## src/rtl/eth_smi_pkg.sv

```systemverilog
// Clause-22 SMI definitions shared by the management master and target.
package eth_smi_pkg;

  localparam logic [1:0] SMI_ST       = 2'b01;
  localparam logic [1:0] SMI_OP_READ  = 2'b10;
  localparam logic [1:0] SMI_OP_WRITE = 2'b01;

  localparam logic [4:0] REG_BMCR = 5'd0;
  localparam logic [4:0] REG_BMSR = 5'd1;
  localparam logic [4:0] REG_ID1  = 5'd2;
  localparam logic [4:0] REG_ID2  = 5'd3;

  localparam int unsigned SMI_OP_BITS   = 2;
  localparam int unsigned SMI_ADDR_BITS = 5;
  localparam int unsigned SMI_TA_BITS   = 2;
  localparam int unsigned SMI_DATA_BITS = 16;

  typedef enum logic [2:0] {
    StIdle,
    StSt,
    StOp,
    StPhyad,
    StRegad,
    StTa,
    StRdata,
    StWdata
  } smi_state_e;

  function automatic logic smi_reg_writable(input logic [4:0] addr);
    return !((addr == REG_BMSR) || (addr == REG_ID1) || (addr == REG_ID2));
  endfunction

endpackage

```

## src/rtl/eth_smi_target_regs.sv

```systemverilog
// 32x16 PHY register model: defaults, read-only masking, reg0 soft reset and read mux.
module eth_smi_target_regs
  import eth_smi_pkg::*;
#(
  parameter logic [15:0] PHY_ID1      = 16'h0007,
  parameter logic [15:0] PHY_ID2      = 16'hC0F1,
  parameter logic [15:0] REG0_DEFAULT = 16'h3100
) (
  input  logic        clk_mac,
  input  logic        rst,
  input  logic        we,
  input  logic [4:0]  waddr,
  input  logic [15:0] wdata,
  input  logic [4:0]  raddr,
  input  logic [15:0] stat_bmsr,
  output logic [15:0] rdata
);

  logic [15:0] mem_q [32];
  logic        soft_rst;

  assign soft_rst = we && (waddr == REG_BMCR) && wdata[15];

  always_ff @(posedge clk_mac) begin
    if (rst || soft_rst) begin
      for (int i = 0; i < 32; i++) begin
        mem_q[i] <= (i == 0) ? REG0_DEFAULT : 16'h0000;
      end
    end else if (we && smi_reg_writable(waddr)) begin
      mem_q[waddr] <= (waddr == REG_BMCR) ? {1'b0, wdata[14:0]} : wdata;
    end
  end

  // Reg0 bit15 is self-clearing, so it never reads back as 1.
  always_comb begin
    rdata = mem_q[raddr];
    case (raddr)
      REG_BMCR: rdata = {1'b0, mem_q[REG_BMCR][14:0]};
      REG_BMSR: rdata = stat_bmsr;
      REG_ID1:  rdata = PHY_ID1;
      REG_ID2:  rdata = PHY_ID2;
      default:  ;
    endcase
  end

endmodule

```

## src/rtl/eth_smi_target.sv

```systemverilog
// MDIO/SMI clause-22 target: oversamples MDC/MDIO in clk_mac and runs the frame FSM.
module eth_smi_target
  import eth_smi_pkg::*;
#(
  parameter logic [4:0]  PHY_ADDR      = 5'd1,
  parameter logic [15:0] PHY_ID1       = 16'h0007,
  parameter logic [15:0] PHY_ID2       = 16'hC0F1,
  parameter logic [15:0] REG0_DEFAULT  = 16'h3100,
  parameter int unsigned PREAMBLE_BITS = 32
) (
  input  logic        clk_mac,
  input  logic        rst,
  input  logic        mdc,
  input  logic        mdio_i,
  output logic        mdio_o,
  output logic        mdio_oe,
  input  logic [15:0] stat_bmsr,
  output logic        reg_wr,
  output logic [4:0]  reg_waddr,
  output logic [15:0] reg_wdata,
  output logic        frame_err
);

  localparam int unsigned    PreW     = $clog2(PREAMBLE_BITS + 1);
  localparam logic [PreW-1:0] PreMax  = PreW'(PREAMBLE_BITS);
  localparam logic [3:0]     AddrLast = 4'(SMI_ADDR_BITS - 1);
  localparam logic [3:0]     OpLast   = 4'(SMI_OP_BITS - 1);
  localparam logic [3:0]     TaLast   = 4'(SMI_TA_BITS - 1);
  localparam logic [3:0]     DataLast = 4'(SMI_DATA_BITS - 1);

  logic mdc_s1_q, mdc_s2_q, mdc_s3_q;
  logic mdio_s1_q, mdio_s2_q;
  logic mdc_rise, mdc_fall, mdio_s;

  smi_state_e    state_q, state_d;
  logic [3:0]    bit_cnt_q, bit_cnt_d;
  logic [PreW-1:0] pre_cnt_q, pre_cnt_d;
  logic          op_hi_q, op_hi_d;
  logic          is_read_q, is_read_d;
  logic [4:0]    phyad_q, phyad_d;
  logic [4:0]    regad_q, regad_d;
  logic [15:0]   shift_q, shift_d;
  logic [15:0]   wdata_q, wdata_d;
  logic          last_q, last_d;
  logic          mdio_o_q, mdio_o_d;
  logic          mdio_oe_q, mdio_oe_d;
  logic          reg_wr_q, reg_wr_d;
  logic [4:0]    reg_waddr_q, reg_waddr_d;
  logic [15:0]   reg_wdata_q, reg_wdata_d;
  logic          frame_err_q, frame_err_d;

  logic [4:0]    rd_addr;
  logic [15:0]   rd_data;
  logic          phy_match;

  assign mdc_rise  = mdc_s2_q & ~mdc_s3_q;
  assign mdc_fall  = ~mdc_s2_q & mdc_s3_q;
  assign mdio_s    = mdio_s2_q;
  assign phy_match = (phyad_q == PHY_ADDR);
  // Address as it stands once the last REGAD bit is shifted in.
  assign rd_addr   = {regad_q[3:0], mdio_s};

  eth_smi_target_regs #(
    .PHY_ID1      (PHY_ID1),
    .PHY_ID2      (PHY_ID2),
    .REG0_DEFAULT (REG0_DEFAULT)
  ) u_regs (
    .clk_mac   (clk_mac),
    .rst       (rst),
    .we        (reg_wr_q),
    .waddr     (reg_waddr_q),
    .wdata     (reg_wdata_q),
    .raddr     (rd_addr),
    .stat_bmsr (stat_bmsr),
    .rdata     (rd_data)
  );

  always_ff @(posedge clk_mac) begin
    if (rst) begin
      mdc_s1_q    <= 1'b0;
      mdc_s2_q    <= 1'b0;
      mdc_s3_q    <= 1'b0;
      mdio_s1_q   <= 1'b0;
      mdio_s2_q   <= 1'b0;
      state_q     <= StIdle;
      bit_cnt_q   <= '0;
      pre_cnt_q   <= '0;
      op_hi_q     <= 1'b0;
      is_read_q   <= 1'b0;
      phyad_q     <= '0;
      regad_q     <= '0;
      shift_q     <= '0;
      wdata_q     <= '0;
      last_q      <= 1'b0;
      mdio_o_q    <= 1'b0;
      mdio_oe_q   <= 1'b0;
      reg_wr_q    <= 1'b0;
      reg_waddr_q <= '0;
      reg_wdata_q <= '0;
      frame_err_q <= 1'b0;
    end else begin
      mdc_s1_q    <= mdc;
      mdc_s2_q    <= mdc_s1_q;
      mdc_s3_q    <= mdc_s2_q;
      mdio_s1_q   <= mdio_i;
      mdio_s2_q   <= mdio_s1_q;
      state_q     <= state_d;
      bit_cnt_q   <= bit_cnt_d;
      pre_cnt_q   <= pre_cnt_d;
      op_hi_q     <= op_hi_d;
      is_read_q   <= is_read_d;
      phyad_q     <= phyad_d;
      regad_q     <= regad_d;
      shift_q     <= shift_d;
      wdata_q     <= wdata_d;
      last_q      <= last_d;
      mdio_o_q    <= mdio_o_d;
      mdio_oe_q   <= mdio_oe_d;
      reg_wr_q    <= reg_wr_d;
      reg_waddr_q <= reg_waddr_d;
      reg_wdata_q <= reg_wdata_d;
      frame_err_q <= frame_err_d;
    end
  end

  always_comb begin
    state_d     = state_q;
    bit_cnt_d   = bit_cnt_q;
    pre_cnt_d   = pre_cnt_q;
    op_hi_d     = op_hi_q;
    is_read_d   = is_read_q;
    phyad_d     = phyad_q;
    regad_d     = regad_q;
    shift_d     = shift_q;
    wdata_d     = wdata_q;
    last_d      = last_q;
    mdio_o_d    = mdio_o_q;
    mdio_oe_d   = mdio_oe_q;
    reg_wr_d    = 1'b0;
    reg_waddr_d = reg_waddr_q;
    reg_wdata_d = reg_wdata_q;
    frame_err_d = 1'b0;

    if (mdc_rise) begin
      unique case (state_q)
        StIdle: begin
          if (mdio_s) begin
            if (pre_cnt_q < PreMax) pre_cnt_d = pre_cnt_q + PreW'(1);
          end else begin
            // This 0 is the first ST bit when a full preamble preceded it.
            pre_cnt_d = '0;
            if (pre_cnt_q >= PreMax && mdio_s == SMI_ST[1]) state_d = StSt;
          end
        end
        StSt: begin
          bit_cnt_d = '0;
          if (mdio_s == SMI_ST[0]) begin
            state_d = StOp;
          end else begin
            frame_err_d = 1'b1;
            pre_cnt_d   = '0;
            state_d     = StIdle;
          end
        end
        StOp: begin
          if (bit_cnt_q != OpLast) begin
            op_hi_d   = mdio_s;
            bit_cnt_d = bit_cnt_q + 4'd1;
          end else begin
            bit_cnt_d = '0;
            if ({op_hi_q, mdio_s} == SMI_OP_READ) begin
              is_read_d = 1'b1;
              state_d   = StPhyad;
            end else if ({op_hi_q, mdio_s} == SMI_OP_WRITE) begin
              is_read_d = 1'b0;
              state_d   = StPhyad;
            end else begin
              frame_err_d = 1'b1;
              pre_cnt_d   = '0;
              state_d     = StIdle;
            end
          end
        end
        StPhyad: begin
          phyad_d = {phyad_q[3:0], mdio_s};
          if (bit_cnt_q == AddrLast) begin
            bit_cnt_d = '0;
            state_d   = StRegad;
          end else begin
            bit_cnt_d = bit_cnt_q + 4'd1;
          end
        end
        StRegad: begin
          regad_d = rd_addr;
          if (bit_cnt_q == AddrLast) begin
            bit_cnt_d = '0;
            state_d   = StTa;
            if (is_read_q && phy_match) shift_d = rd_data;
          end else begin
            bit_cnt_d = bit_cnt_q + 4'd1;
          end
        end
        StTa: begin
          if (bit_cnt_q == TaLast) begin
            bit_cnt_d = '0;
            last_d    = 1'b0;
            state_d   = is_read_q ? StRdata : StWdata;
          end else begin
            bit_cnt_d = bit_cnt_q + 4'd1;
          end
        end
        StRdata: begin
          if (bit_cnt_q == DataLast) last_d = 1'b1;
          else bit_cnt_d = bit_cnt_q + 4'd1;
        end
        StWdata: begin
          wdata_d = {wdata_q[14:0], mdio_s};
          if (bit_cnt_q == DataLast) begin
            bit_cnt_d = '0;
            pre_cnt_d = '0;
            state_d   = StIdle;
            if (phy_match && smi_reg_writable(regad_q)) begin
              reg_wr_d    = 1'b1;
              reg_waddr_d = regad_q;
              reg_wdata_d = {wdata_q[14:0], mdio_s};
            end
          end else begin
            bit_cnt_d = bit_cnt_q + 4'd1;
          end
        end
        default: ;
      endcase
    end else if (mdc_fall) begin
      case (state_q)
        StTa: begin
          // Second TA fall: take the bus and drive the turnaround 0.
          if (bit_cnt_q == TaLast && is_read_q && phy_match) begin
            mdio_oe_d = 1'b1;
            mdio_o_d  = 1'b0;
          end
        end
        StRdata: begin
          if (last_q) begin
            mdio_oe_d = 1'b0;
            mdio_o_d  = 1'b0;
            bit_cnt_d = '0;
            pre_cnt_d = '0;
            state_d   = StIdle;
          end else if (mdio_oe_q) begin
            mdio_o_d = shift_q[15];
            shift_d  = {shift_q[14:0], 1'b0};
          end
        end
        default: ;
      endcase
    end
  end

  assign mdio_o    = mdio_o_q;
  assign mdio_oe   = mdio_oe_q;
  assign reg_wr    = reg_wr_q;
  assign reg_waddr = reg_waddr_q;
  assign reg_wdata = reg_wdata_q;
  assign frame_err = frame_err_q;

endmodule

```

## config.mk

```make
export PLATFORM = sky130hd
export DESIGN_NAME = eth_smi_target
export DESIGN_NICKNAME = d
export VERILOG_FILES = /design/src/rtl/eth_smi_pkg.sv /design/src/rtl/eth_smi_target_regs.sv /design/src/rtl/eth_smi_target.sv
export SDC_FILE = /design/constraint.sdc
export NUM_CORES = 1
export LEC_CHECK = 0
export CORE_UTILIZATION = 45
export CTS_BUF_LIST = sky130_fd_sc_hd__clkbuf_16
export CTS_CLUSTER_SIZE = 8
export DETAILED_ROUTE_END_ITERATION = 10
export MAX_ROUTING_LAYER = met4
export PLACE_DENSITY_LB_ADDON = 0.08
export SLEW_MARGIN = 25
export SYNTH_ARGS = -nofsm -noshare
export SYNTH_HDL_FRONTEND = slang
export SYNTH_SLANG_ARGS = --single-unit
```

## constraint.sdc

```tcl
create_clock -name clk_mac -period 6.12 [get_ports clk_mac]
set_input_delay 1.224 -clock clk_mac [delete_from_list [all_inputs] [get_ports clk_mac]]
set_output_delay 1.224 -clock clk_mac [all_outputs]
set_load 0.02 [all_outputs]
```

; ---- Word-level counts from Yosys, hierarchy flattened
; Memory sizes are Yosys's and may differ from the RTL's.
; Index checks and enable logic that the tools add are counted.
[op_classes]
n_addsub = 2
n_lt_le_gt_ge = 2
eq_ne = 46
muxes = 74
bitwise = 9
n_reduce_logical = 42
[ops]
columns = op, count
row1 = 16-bit two-way mux, 10
row2 = 6-bit two-way mux, 11
row3 = 16-bit case mux with 4 select lines, 1
row4 = 4-bit two-way mux, 9
row5 = 3-bit inequality test (second input constant), 12
row6 = 3-bit two-way mux, 11
row7 = 5-bit by 2-bit == test with 1-bit output (second input constant), 6
row8 = 4-bit case mux with 6 select lines, 1
row9 = 6-bit case mux with 4 select lines, 1
row10 = 1-bit two-way mux, 21
row11 = 3-bit case mux with 7 select lines, 1
row12 = 5-bit by 1-bit == test with 1-bit output (second input constant), 4
row13 = 16-bit OR reduction, 1
row14 = 5-bit AND reduction, 3
row15 = 3-bit == test (second input constant), 4
row16 = 4-bit AND reduction, 3
row17 = 2-bit nonzero test, 6
row18 = 11-bit AND reduction, 1
row19 = 5-bit zero test, 2
row20 = 2-bit inequality test (second input constant), 5
row21 = 10-bit AND reduction, 1
row22 = 1-bit logical AND, 8
row23 = 8-bit by 1-bit inequality test with 1-bit output (second input constant), 1
row24 = 1-bit case mux with 2 select lines, 4
row25 = 28 further kinds, 48
[word_totals]
ff_bits = 87
ram_bits = 512
in_bits = 20
output_inout_bits = 25
elab_cells = 197
mem_count = 1
[mem_list]
columns = memory, depth, word_bits, read_ports, rd_clocked_by_memory_dff, write_ports, line_no
row1 = u_regs.mem_q, 32, 16, 2, 0, 32, eth_smi_target_regs.sv:19  ; logic [15:0] mem_q [32];

; ---- Longest topological paths before layout
[depth]
depth_word = 10
depth_mapped = 12
depth_no_buf = 8

; ---- Hierarchy
; From an unflattened synthesis, not the netlist that was laid out.
[unflattened]
cells_unflattened = 1882
hier_area_um2 = 24614.9
[by_module_without_submodules]
columns = module, n_inst, cells_per_inst, area_each_um2, seq_area_each_um2
row1 = eth_smi_target_regs, 1, 1411, 20594.8, 13903.3
row2 = eth_smi_target, 1, 471, 4020.1, 1741.7

; ---- Worst setup path after synthesis
; No wires, ideal clock.
[synth_timing]
path_type = input to register
startpoint = input port rst
endpoint = memory u_regs.mem_q[16][0], enable pin
setup_ns = 0.411
arrival_time_ns = 3.361
required_ns = 5.709
setup_slack_ns = 2.348
path_stages = 6
n_path_buf = 2
cell_sequence = clkbuf_1 -> nand2b_1 -> nor3_1 -> nand2_1 -> clkbuf_1 -> o21ai_0
[synth_lines]
columns = item, line_no
row1 = start: declaration, eth_smi_target.sv:12  ; input logic rst,
row2 = end: declaration, eth_smi_target_regs.sv:19

==> results.toml <==
[floorplan]
die_y_um = 240.6
dieWidth_um = 240.6
core_area_um2 = 56280
dieArea_um2 = 57870
ios = 45
rows = 87
start_util_pct = 45.51

[route]
dr.pass1.iters = 5
vias = 16270
drt_wl_total_um = 73030
initialDrtViolationCount = 1419
drc = 0
ant_nets = 0
vias_per_cell = 5.891
routedWlPerCell_um = 26.45

[hold_path]
hold_start = "mdio_s1_q"
holdCritPathClass = "reg2reg"
min_path_cells = 1

[sta]
hold_slack_ps = 437.6
fin_skew_ps = 13.28
max_freq_ghz = 0.2700
slew_violations = 0
rsz0062_at_grt = "false"
setup_viol = 0
relSlewSlack_pct = 28.47
hold_viol = 0
tightest_slew_ps = 1069
finalCritPeriodShare_pct = 60.51
period_minus_slack_ps = 3703
finalSetupTns_ps = 0

[place]
port_buffers = 44
place.gp.congestion = 0.8957
hpwl_um = 42890

[worst_setup_path]
worstPathArrival_ps = 3930
crit_fanout = 16
crit_chain = "or3_1, nor3_1, a31oi_2, and3_1, nand2b_1"
r2r_start = "reg_waddr[4]"
critPathBufInv = 0
cp_data_required_time_ps = 6340
r2r_slack_ps = 2420
critPathMaxStageDelay_ps = 850
cp.depth = 5
cp_slowest_cell = "a31oi_2"
crit_type = "reg2reg"
reg2reg_depth = 5
end_kind = "flip-flop"
cp-startpoint = "reg_waddr[4]"
crit_family = "simple AND/OR/NAND/NOR gates"
start_kind = "flip-flop"

[clocking]
cts_buffers = 78
path_clk_slew_ps = 50
hold_buffers = 0
postCtsSetupRepairBufs = 0
cts.sinks = 550
cts_tree = "yes"
cts-root-buf = "clkbuf_16"
clockBufferDepth = 3
htree_levels = 3
cts.repair.resized = 0
clk_latency_ps = 600

[yosys]
synth_edf_count = 463
yosys.cell_count.top_type = "edfxtp_1"
ys_async_sr_fraction_pct = 0
synth_seq_cells = 550
syn_nets = 2025
yosys.area.top_type_share_pct = 54.29
yosys-top-cells-area = "edfxtp_1 54%, mux4_2 8.6%, and2_1 7.0%"
yosys_warnings = 0
synth_cell_types = 59
avgSynthCellArea_um2 = 12.84
synth_common_cells = "463 x edfxtp_1, 288 x and2_1, 155 x and3_1"
ys_seq_area_share_pct = 61.09
yosysTopAreaCell = "edfxtp_1"
syn_area_um2 = 25610
synth_cells = 1995
synth_flop_cell = "edfxtp_1"

[pwr]
p_per_area_nw_per_um2 = 289.3
p_leak_uw = 0.01035
peakVddDrop_mv = 0.1860
power_uw = 8372

[global_routing]
antenna_found_initial = 1
track_usage_pct = 26.61
grt_pass1_vias = 15750
grt_max_degree = 76
overflow = 0
grt_pass1_wl_um = 107600

[final_layout]
drive_gt1_share_pct = 14.76
n_antenna_cell = 0
syn2layout_area_growth_pct = 13.00
fillCellCount = 4787
nets = 2011

[outcome]
status = "completed"

[run]
cap_violations = 0
==> power breakdown <==
group / internal [uW] / total, uW / switching [uW]
logic: 92.9 / 264 / 171
registers: 4160 / 4190 / 32.9
clock network: 2380 / 3920 / 1540
total: 6630 / 8370 / 1740
==> metrics by stage <==
stage               instances  setup slack [ps]  util [%]  area (um^2)
CTS                      2760              2492     51.33        28890
detailed placement       2656              2068     47.46        26710
global placement         2656              2134     47.42        26690
finish                   2761              2417     51.42        28940
floorplan                1995              2348         -        25610
global route             2761              2149     51.42        28940
==> layout make-up <==
class                   instances  area (um^2)  share of cell area [%]
repair buffers                106        928.4                   3.208
well taps                     756        945.9                   3.269
inverters                      21        78.83                  0.2724
flip-flops and latches        550        15660                   54.11
clock inverters                21        103.9                  0.3589
multi-input cells            1224         9145                   31.60
clock buffers                  83         2077                   7.177
==> final timing paths <==
path	endpoint
worst min register to register	mdio_s
worst max-delay path	u_regs.mem_q[0][4]
worst max register to register	u_regs.mem_q[0][4]
worst min-delay path	mdio_s
==> cells by family (layout without fill, tap and decap cells) <==
kind of cell               after synthesis  in the layout  synth area share [%]
adders and majority gates               10             10                0.4886
muxes                                  160            160                 11.12
AOI/OAI and AO/OA                      223            223                 5.545
buffers and inverters                  221            231                 3.635
and+or+nand+nor                        831            831                 18.12
DFF                                    550            550                 61.09
==> cell usage in the layout, fill, tap and decap left out, types with 14 or more instances in the layout <==
cell type	Yosys	final
a211oi_1	27	27
edfxtp_1	463	463
dfxtp_1	87	82
a21oi_1	72	72
nand3_1	15	14
mux4_2	98	98
clkbuf_16	0	83
nand3b_1	14	14
o21ai_1	0	23
o21ai_0	45	18
and2_1	288	287
nand2_1	142	141
mux2_2	17	17
mux2i_1	45	45
nand2b_1	21	20
clkdlybuf4s50_1	0	43
inv_1	21	40
nor3_1	41	41
nor2_1	78	66
nor2b_1	35	35
buf_4	11	61
and3_1	155	155
==> state kept, by name (all words and copies together), names as in the netlist, 3 cells and up <==
signal	cells
wdata_q	15
regad_q	5
pre_cnt_q	6
phyad_q	5
bit_cnt_q	4
u_regs.mem_q	463
reg_waddr	5
shift_q	16
reg_wdata	16
state_q	3
==> metal layers <==
layer | vias to the layer above | GRT usage (%) | share of wire [%]
met5 | - | - | 0
met4 | 0 | 8.512 | 2.6
met1 | 8319 | 37.41 | 45
met3 | 106 | 3.797 | 5.8
li1 | 7300 | - | -
met2 | 541 | 39.93 | 46
Note: power is estimated with default switching activity, not from simulation.
